## src/rtl/alu_arbiter_if.sv

```systemverilog
// Request/response and ALU-side bundle for alu_arbiter.
// The arbiter uses the slave view; requesters and the ALU use the master view.
interface alu_arbiter_if #(
    parameter int WIDTH = 32
);
    logic [1:0]       reqValid;
    logic [1:0]       reqReady;
    logic [WIDTH-1:0] reqOperandA0;
    logic [WIDTH-1:0] reqOperandB0;
    logic [2:0]       reqControl0;
    logic [WIDTH-1:0] reqOperandA1;
    logic [WIDTH-1:0] reqOperandB1;
    logic [2:0]       reqControl1;
    logic [1:0]       respValid;
    logic [1:0]       respReady;
    logic [WIDTH-1:0] respResult;
    logic             respZero;
    logic [WIDTH-1:0] aluOperandA;
    logic [WIDTH-1:0] aluOperandB;
    logic [2:0]       aluControl;
    logic [WIDTH-1:0] aluResult;
    logic             aluZero;

    modport slave (
        input  reqValid, reqOperandA0, reqOperandB0, reqControl0,
               reqOperandA1, reqOperandB1, reqControl1,
               respReady, aluResult, aluZero,
        output reqReady, respValid, respResult, respZero,
               aluOperandA, aluOperandB, aluControl
    );

    modport master (
        output reqValid, reqOperandA0, reqOperandB0, reqControl0,
               reqOperandA1, reqOperandB1, reqControl1,
               respReady, aluResult, aluZero,
        input  reqReady, respValid, respResult, respZero,
               aluOperandA, aluOperandB, aluControl
    );
endinterface

```

## src/rtl/alu_arbiter.sv

```systemverilog
// Round-robin sharing of one combinational ALU between two requesters.
// One operation in flight: IDLE (grant) -> EXEC (drive ALU) -> RESP (hand back).
module alu_arbiter #(
    parameter int WIDTH = 32
) (
    input  logic         clk,
    input  logic         rst,
    alu_arbiter_if.slave bus
);
    typedef enum logic [1:0] {
        IDLE,
        EXEC,
        RESP
    } state_t;

    state_t           state;
    state_t           state_nxt;
    logic             ptr;
    logic             owner;
    logic             winner;
    logic             grant;
    logic [WIDTH-1:0] opa;
    logic [WIDTH-1:0] opb;
    logic [2:0]       ctrl;
    logic [WIDTH-1:0] result;
    logic             zero;

    // Winner selection: a lone requester wins outright, contention goes to the pointer.
    always_comb begin
        winner = ptr;
        case (bus.reqValid)
            2'b01:   winner = 1'b0;
            2'b10:   winner = 1'b1;
            default: winner = ptr;
        endcase
        grant = (state == IDLE) && (|bus.reqValid);
    end

    // State register.
    always_ff @(posedge clk or posedge rst) begin
        if (rst) begin
            state <= IDLE;
        end else begin
            state <= state_nxt;
        end
    end

    // Next-state logic.
    always_comb begin
        state_nxt = state;
        case (state)
            IDLE: if (grant) state_nxt = EXEC;
            EXEC: state_nxt = RESP;
            RESP: if (bus.respReady[owner]) state_nxt = IDLE;
            default: state_nxt = IDLE;
        endcase
    end

    // Operand latch on grant, result capture in EXEC; pointer moves to the loser on grant.
    always_ff @(posedge clk or posedge rst) begin
        if (rst) begin
            opa    <= '0;
            opb    <= '0;
            ctrl   <= '0;
            owner  <= 1'b0;
            ptr    <= 1'b0;
            result <= '0;
            zero   <= 1'b0;
        end else begin
            if (grant) begin
                opa   <= winner ? bus.reqOperandA1 : bus.reqOperandA0;
                opb   <= winner ? bus.reqOperandB1 : bus.reqOperandB0;
                ctrl  <= winner ? bus.reqControl1  : bus.reqControl0;
                owner <= winner;
                ptr   <= ~winner;
            end
            if (state == EXEC) begin
                result <= bus.aluResult;
                zero   <= bus.aluZero;
            end
        end
    end

    // Outputs: handshakes decoded from state; ALU ports always show the latched operation.
    always_comb begin
        bus.reqReady    = '0;
        bus.respValid   = '0;
        if (grant) begin
            bus.reqReady = winner ? 2'b10 : 2'b01;
        end
        if (state == RESP) begin
            bus.respValid = owner ? 2'b10 : 2'b01;
        end
        bus.aluOperandA = opa;
        bus.aluOperandB = opb;
        bus.aluControl  = ctrl;
        bus.respResult  = result;
        bus.respZero    = zero;
    end
endmodule

```

## src/flat_wrapper.sv

```systemverilog
// flat-port wrapper written by rule: the top's interface ports become plain ports
module alu_arbiter_flat 
#(
    parameter int WIDTH = 32
)
  (clk, rst, bus_reqValid, bus_reqOperandA0, bus_reqOperandB0, bus_reqControl0, bus_reqOperandA1, bus_reqOperandB1, bus_reqControl1, bus_respReady, bus_aluResult, bus_aluZero, bus_reqReady, bus_respValid, bus_respResult, bus_respZero, bus_aluOperandA, bus_aluOperandB, bus_aluControl);
  alu_arbiter_if #(.WIDTH(WIDTH)) bus_i ();
  input  logic clk;
  input  logic rst;
  input wire logic [$bits(bus_i.reqValid)-1:0] bus_reqValid;
  input wire logic [$bits(bus_i.reqOperandA0)-1:0] bus_reqOperandA0;
  input wire logic [$bits(bus_i.reqOperandB0)-1:0] bus_reqOperandB0;
  input wire logic [$bits(bus_i.reqControl0)-1:0] bus_reqControl0;
  input wire logic [$bits(bus_i.reqOperandA1)-1:0] bus_reqOperandA1;
  input wire logic [$bits(bus_i.reqOperandB1)-1:0] bus_reqOperandB1;
  input wire logic [$bits(bus_i.reqControl1)-1:0] bus_reqControl1;
  input wire logic [$bits(bus_i.respReady)-1:0] bus_respReady;
  input wire logic [$bits(bus_i.aluResult)-1:0] bus_aluResult;
  input wire logic [$bits(bus_i.aluZero)-1:0] bus_aluZero;
  output wire logic [$bits(bus_i.reqReady)-1:0] bus_reqReady;
  output wire logic [$bits(bus_i.respValid)-1:0] bus_respValid;
  output wire logic [$bits(bus_i.respResult)-1:0] bus_respResult;
  output wire logic [$bits(bus_i.respZero)-1:0] bus_respZero;
  output wire logic [$bits(bus_i.aluOperandA)-1:0] bus_aluOperandA;
  output wire logic [$bits(bus_i.aluOperandB)-1:0] bus_aluOperandB;
  output wire logic [$bits(bus_i.aluControl)-1:0] bus_aluControl;
  assign bus_i.reqValid = bus_reqValid;
  assign bus_i.reqOperandA0 = bus_reqOperandA0;
  assign bus_i.reqOperandB0 = bus_reqOperandB0;
  assign bus_i.reqControl0 = bus_reqControl0;
  assign bus_i.reqOperandA1 = bus_reqOperandA1;
  assign bus_i.reqOperandB1 = bus_reqOperandB1;
  assign bus_i.reqControl1 = bus_reqControl1;
  assign bus_i.respReady = bus_respReady;
  assign bus_i.aluResult = bus_aluResult;
  assign bus_i.aluZero = bus_aluZero;
  assign bus_reqReady = bus_i.reqReady;
  assign bus_respValid = bus_i.respValid;
  assign bus_respResult = bus_i.respResult;
  assign bus_respZero = bus_i.respZero;
  assign bus_aluOperandA = bus_i.aluOperandA;
  assign bus_aluOperandB = bus_i.aluOperandB;
  assign bus_aluControl = bus_i.aluControl;
  alu_arbiter #(.WIDTH(WIDTH)) u_core (.clk(clk), .rst(rst), .bus(bus_i));
endmodule
```

## config.mk

```make
export PLATFORM = sky130hd
export DESIGN_NAME = alu_arbiter_flat
export DESIGN_NICKNAME = d
export VERILOG_FILES = /design/src/rtl/alu_arbiter_if.sv /design/src/rtl/alu_arbiter.sv /design/src/flat_wrapper.sv
export SDC_FILE = /design/constraint.sdc
export NUM_CORES = 1
export LEC_CHECK = 0
export BUFFER_PORTS_ARGS = -buffer_cell sky130_fd_sc_hd__buf_2
export CAP_MARGIN = 30
export CORE_ASPECT_RATIO = 0.9
export CORE_MARGIN = 2
export CORE_UTILIZATION = 43
export CTS_CLUSTER_DIAMETER = 150
export DETAILED_ROUTE_END_ITERATION = 8
export HOLD_SLACK_MARGIN = 0.12
export PLACE_DENSITY_LB_ADDON = 0.25
export REMOVE_ABC_BUFFERS = 1
export SETUP_SLACK_MARGIN = 0.1
export SYNTH_ARGS = -nofsm -noshare
export SYNTH_HDL_FRONTEND = slang
export SYNTH_SLANG_ARGS = --single-unit
```

## constraint.sdc

```tcl
create_clock -name clk -period 3.6 [get_ports clk]
set_input_delay 0.36 -clock clk [delete_from_list [all_inputs] [get_ports clk]]
set_output_delay 0.36 -clock clk [all_outputs]
set_load 0.005 [all_outputs]
```

Word level (Yosys, flattened, before mapping)

Index checks and enable logic that the tools add are counted.

Register bits after elaboration: 104
Word-level logic and storage cells: 33
Input bits: 173
Output and inout port bits: 104

Multiplexer cells: 13
Bitwise logic cells: 1
Reductions and logical operators: 4
Order comparisons: 1
Equal/unequal tests: 6

Operators with widths:

| cell                 | count |
|---|---|
| $mux W32             | 2 |
| $mux W2              | 6 |
| $pmux W2 S3          | 1 |
| $eq A2 B1 Y1 const B | 2 |
| $eq A2 B2 Y1 const B | 2 |
| $ne A2 B1 Y1 const B | 2 |
| $mux W3              | 1 |
| $logic_not A2 Y1     | 1 |
| $lt A1 B2 Y1 const B | 1 |
| $mux W1              | 2 |
| $pmux W1 S2          | 1 |
| $reduce_and A2 Y1    | 1 |
| $reduce_or A2 Y1     | 1 |
| $logic_and A1 B1 Y1  | 1 |
| $not A1 Y1           | 1 |

Longest topological paths before layout

Word-level depth: 4
Mapped depth: 8
Gate-level depth less buffers: 6

Worst setup path after synthesis

No wires, ideal clock.

Path type: input-to-reg
From: input port bus_reqValid[0]
To: register u_core.opa[25], in the netlist u_core.bus.aluOperandA[25]
Arrival: 1659 ps
Required time: 3468 ps
Stages: 7
Path buffers: 2
Setup time: 132 ps
Slack: 1809 ps
Cells stage by stage: inv_1 ha_1 mux2i_2 buf_4 buf_6 mux2i_1 o21ai_1

Cells in the longest elaborated chain, start to end: 3
Elaborated cells on any way between the ends: 6
Those cells by class: eq/ne: 2; mux: 2; reduce/logical: 2

Ends and longest elaborated chain:

| element                                      | line               | RTL |
|---|---|---|
| start: declaration                           | flat_wrapper.sv:10 | `input wire logic [$bits(bus_i.reqValid)-1:0] bus_reqValid;` |
| $eq A2 B2 Y1 or $eq A2 B1 Y1 (tied branches) | alu_arbiter.sv:31  | `case (bus.reqValid)` |
| $pmux W1 S2                                  | alu_arbiter.sv:31  |  |
| $mux W32                                     | alu_arbiter.sv:71  | `opa <= winner ? bus.reqOperandA1 : bus.reqOperandA0;` |
| end signal: assignment                       | alu_arbiter.sv:71  |  |
| end: declaration                             | alu_arbiter.sv:22  | `logic [WIDTH-1:0] opa;` |

Parallel ways exist; a longest one is shown, timed or not.
A chain may end at the register's enable or synchronous reset.

Worst setup path in the final report

From: input port bus_reqValid[1]
To: output port bus_reqReady[0]

Cells in the longest elaborated chain, start to end: 4
Elaborated cells on any way between the ends: 7
Those cells by class: eq/ne: 2; mux: 3; reduce/logical: 2

Ends and longest elaborated chain:

| element                                      | line               | RTL |
|---|---|---|
| $eq A2 B2 Y1 or $eq A2 B1 Y1 (tied branches) | alu_arbiter.sv:31  |  |
| $pmux W1 S2                                  | alu_arbiter.sv:31  |  |
| $mux W2                                      | alu_arbiter.sv:89  | `bus.reqReady = winner ? 2'b10 : 2'b01;` |
| $mux W2 *                                    | alu_arbiter.sv:88  | `if (grant) begin` |
| end: declaration                             | flat_wrapper.sv:20 | `output wire logic [$bits(bus_i.reqReady)-1:0] bus_reqReady;` |

Every way passes the cells marked *; elsewhere a longest branch is shown, timed or not.

==> impl_metrics.tcl <==
set metrics [dict create \
    fin_cells 786 \
    critPathCaptureType "output pin" \
    postCtsHoldBufs 1 \
    antenna_found_initial 0 \
    clk_path_buf_depth 2 \
    hold_viol 0 \
    clock_latency_ns 0.33 \
    worst_pin_slew_ns 0.707 \
    vias_per_cell 4.78 \
    grt_max_degree 86 \
    power.switching_w 0.00176 \
    wl_um 11600 \
    die_h_um 101 \
    worst-path-max-fanout 13 \
    num_antenna_cells 0 \
    drc_errors 0 \
    ir_worst_vdd_mv 0.427 \
    dpl_cell_area_sq_um 6020 \
    rows 35 \
    ioPinCount 277 \
    p_leak_nw 3.50 \
    nets 831 \
    grt_use_total_pct 20.1 \
    dp_hpwl_um 9100 \
    layout.cells.most_common_list "276 x buf_2, 104 x dfrtp_1, 68 x mux2i_1" \
    pwr_density_cell_nw_per_um2 801 \
    skew_ns 0.00892 \
    grt_overflow 0 \
    cts_buffers 9 \
    final_cell_area_sq_um 6290 \
    status "complete, no violations" \
    final_common_cell "buf_2" \
    fin_tns_setup_ns 0 \
    initial_core_util_pct 44.2 \
    fin_hold_ws_ns 0.259 \
    drtIter0Drc 157 \
    worst_setup_path_start_kind "primary input" \
    cp.arrival_ns 1.77 \
    fmax_mhz 469 \
    ys_seq_area_share_pct 57.5 \
    grt.busiest_layer "met2" \
    finalSetupViolations 0 \
    syn_area_per_cell_sq_um 11.8 \
    hold_class "in -> reg" \
    cts.repair.resized 0 \
    clock-root-buffer "clkbuf_16" \
    seq_area_sq_um 2600 \
    vias 3759 \
    yosysUniqueCellTypes 18 \
    seqPwrFrac_pct 40.7 \
    clk_pin_slew_worst_paths_ns 0.07 \
    core_area_sq_um 10200 \
    ys_warn_count 0 \
    pwr-share-comb_pct 41.8 \
    wl_per_cell_um 14.8 \
    netlist_instances 385 \
    die_x_um 112 \
    use_met1_pct 23.1 \
    area_delta_synth_final_pct 38.8 \
    clkSinkCount 104 \
    placed_cells 772 \
    synth-seq-cells 104 \
    pwr-share-clk_pct 17.4 \
    antenna_left 0 \
    rsz0062_at_grt "no" \
    swShare_pct 34.9 \
    fillers 877 \
    multiInputGateArea_sq_um 1770 \
    slew_viol_final 0 \
    die_area_sq_um 11400 \
    required_ns 3.24 \
    synth_area_sq_um 4530 \
    drv_cap 0 \
    cts_tree "built" \
    place.gp.congestion 0.736 \
    cts_setup_buffers 0 \
    grt_util_met3_pct 5.92 \
    grt_pass1_wl_um 18000 \
    port-buffer-count 276 \
    post-route-period-util_pct 59.3 \
    layout_min_cycle_time_ns 2.13 \
    critPathKind "in -> out" \
    p_int_w 0.00328 \
    drt_first_pass_iters 4 \
    first_global_vias 3732 \
    drive_above_1_share_pct 50.8 \
    grt_use_met2_pct 36.6 \
    h-tree-depth 3 \
    slew_headroom_pct 52.9 \
]
power by group through the flow:
stage	clock (W)	combinational, W	sequential (W)
detailed placement	0	0.00216	0.00207
floorplan	0	0.00119	0.00211
CTS	0.000903	0.00216	0.00206
global placement	0	0.00210	0.00204
global route	0.000952	0.00237	0.00213
finish	0.000877	0.00211	0.00205
final cells by class:
type | count | area share, %
clock buffer | 9 | 3.58
timing repair buffer | 285 | 23.4
multi-input combinational | 250 | 28.2
clock inverter | 4 | 0.518
tap | 129 | 2.57
sequential | 104 | 41.4
inverter | 5 | 0.338
worst max-delay path: stages:
cell and delay (ns):
buf_2 0.10, inv_1 0.05, ha_1 0.36, mux2i_4 0.54
and2_1 0.24, buf_2 0.12
state kept, by name, summed over array words and instances, names as in the netlist:
name	cells
u_core.bus.aluOperandA	32
u_core.bus.aluOperandB	32
u_core.bus.respResult	32
u_core.bus.aluControl	3
u_core.state	2
u_core.bus.respZero	1
u_core.owner	1
u_core.ptr	1
metrics by stage:
stage	total power [W]	util (%)	worst slack (ns)
3_5_place_dp	0.00423	58.7	1.13
4_1_cts	0.00512	61.3	1.45
3_3_place_gp	0.00414	58.5	1.23
5_1_grt	0.00545	61.3	1.32
6_report	0.00503	61.3	1.47
2_1_floorplan	0.00330	-	-1.05
path summary, 6_finish.rpt:
check                                                            start                                endpoint  slack [ns]  cells past startpoint
worst min-delay path                                 bus_aluResult[28]   u_core.bus.respResult[28]$_DFFE_PP0N_        0.26                      2
worst min register to register  u_core.bus.aluOperandA[12]$_DFFE_PP0P_  u_core.bus.aluOperandA[12]$_DFFE_PP0P_        0.48                      2
max in group asynchronous                                          rst   u_core.bus.aluOperandA[8]$_DFFE_PP0P_        2.28                      4
worst max register to register                  u_core.ptr$_DFFE_PP0P_  u_core.bus.aluOperandB[15]$_DFFE_PP0P_        1.71                      4
worst max-delay path                                   bus_reqValid[1]                         bus_reqReady[0]        1.47                      6
min in group asynchronous                                          rst    u_core.bus.respResult[0]$_DFFE_PP0N_        0.63                      3
cells by family after synthesis:
logic type,synth area share [%]
and+or+nand+nor,6.36
buffers and inverters,3.70
muxes,23.8
AOI/OAI and AO/OA,7.85
DFF,57.5
adders and majority gates,0.829
per-layer routing:
layer,share of wire (%),vias up
met5,0,-
met4,1.7,0
met3,8.8,12
met2,51,169
met1,38,1720
li1,-,1858
Yosys cell counts:
master | instances | area share (%)
o21ai_1 | 24 | 2.7
buf_6 | 4 | 0.99
buf_4 | 3 | 0.50
buf_2 | 8 | 0.88
or3_1 | 1 | 0.14
nor2_1 | 3 | 0.25
inv_1 | 5 | 0.41
dfrtp_1 | 104 | 57
nand2b_1 | 2 | 0.28
o21ai_0 | 44 | 4.9
and2_1 | 1 | 0.14
nand2_1 | 67 | 5.6
clkbuf_1 | 11 | 0.91
mux2i_2 | 1 | 0.30
ha_1 | 3 | 0.83
a21o_1 | 2 | 0.33
mux2_2 | 34 | 8.5
mux2i_1 | 68 | 15
Power figures use the tool's default switching activity.
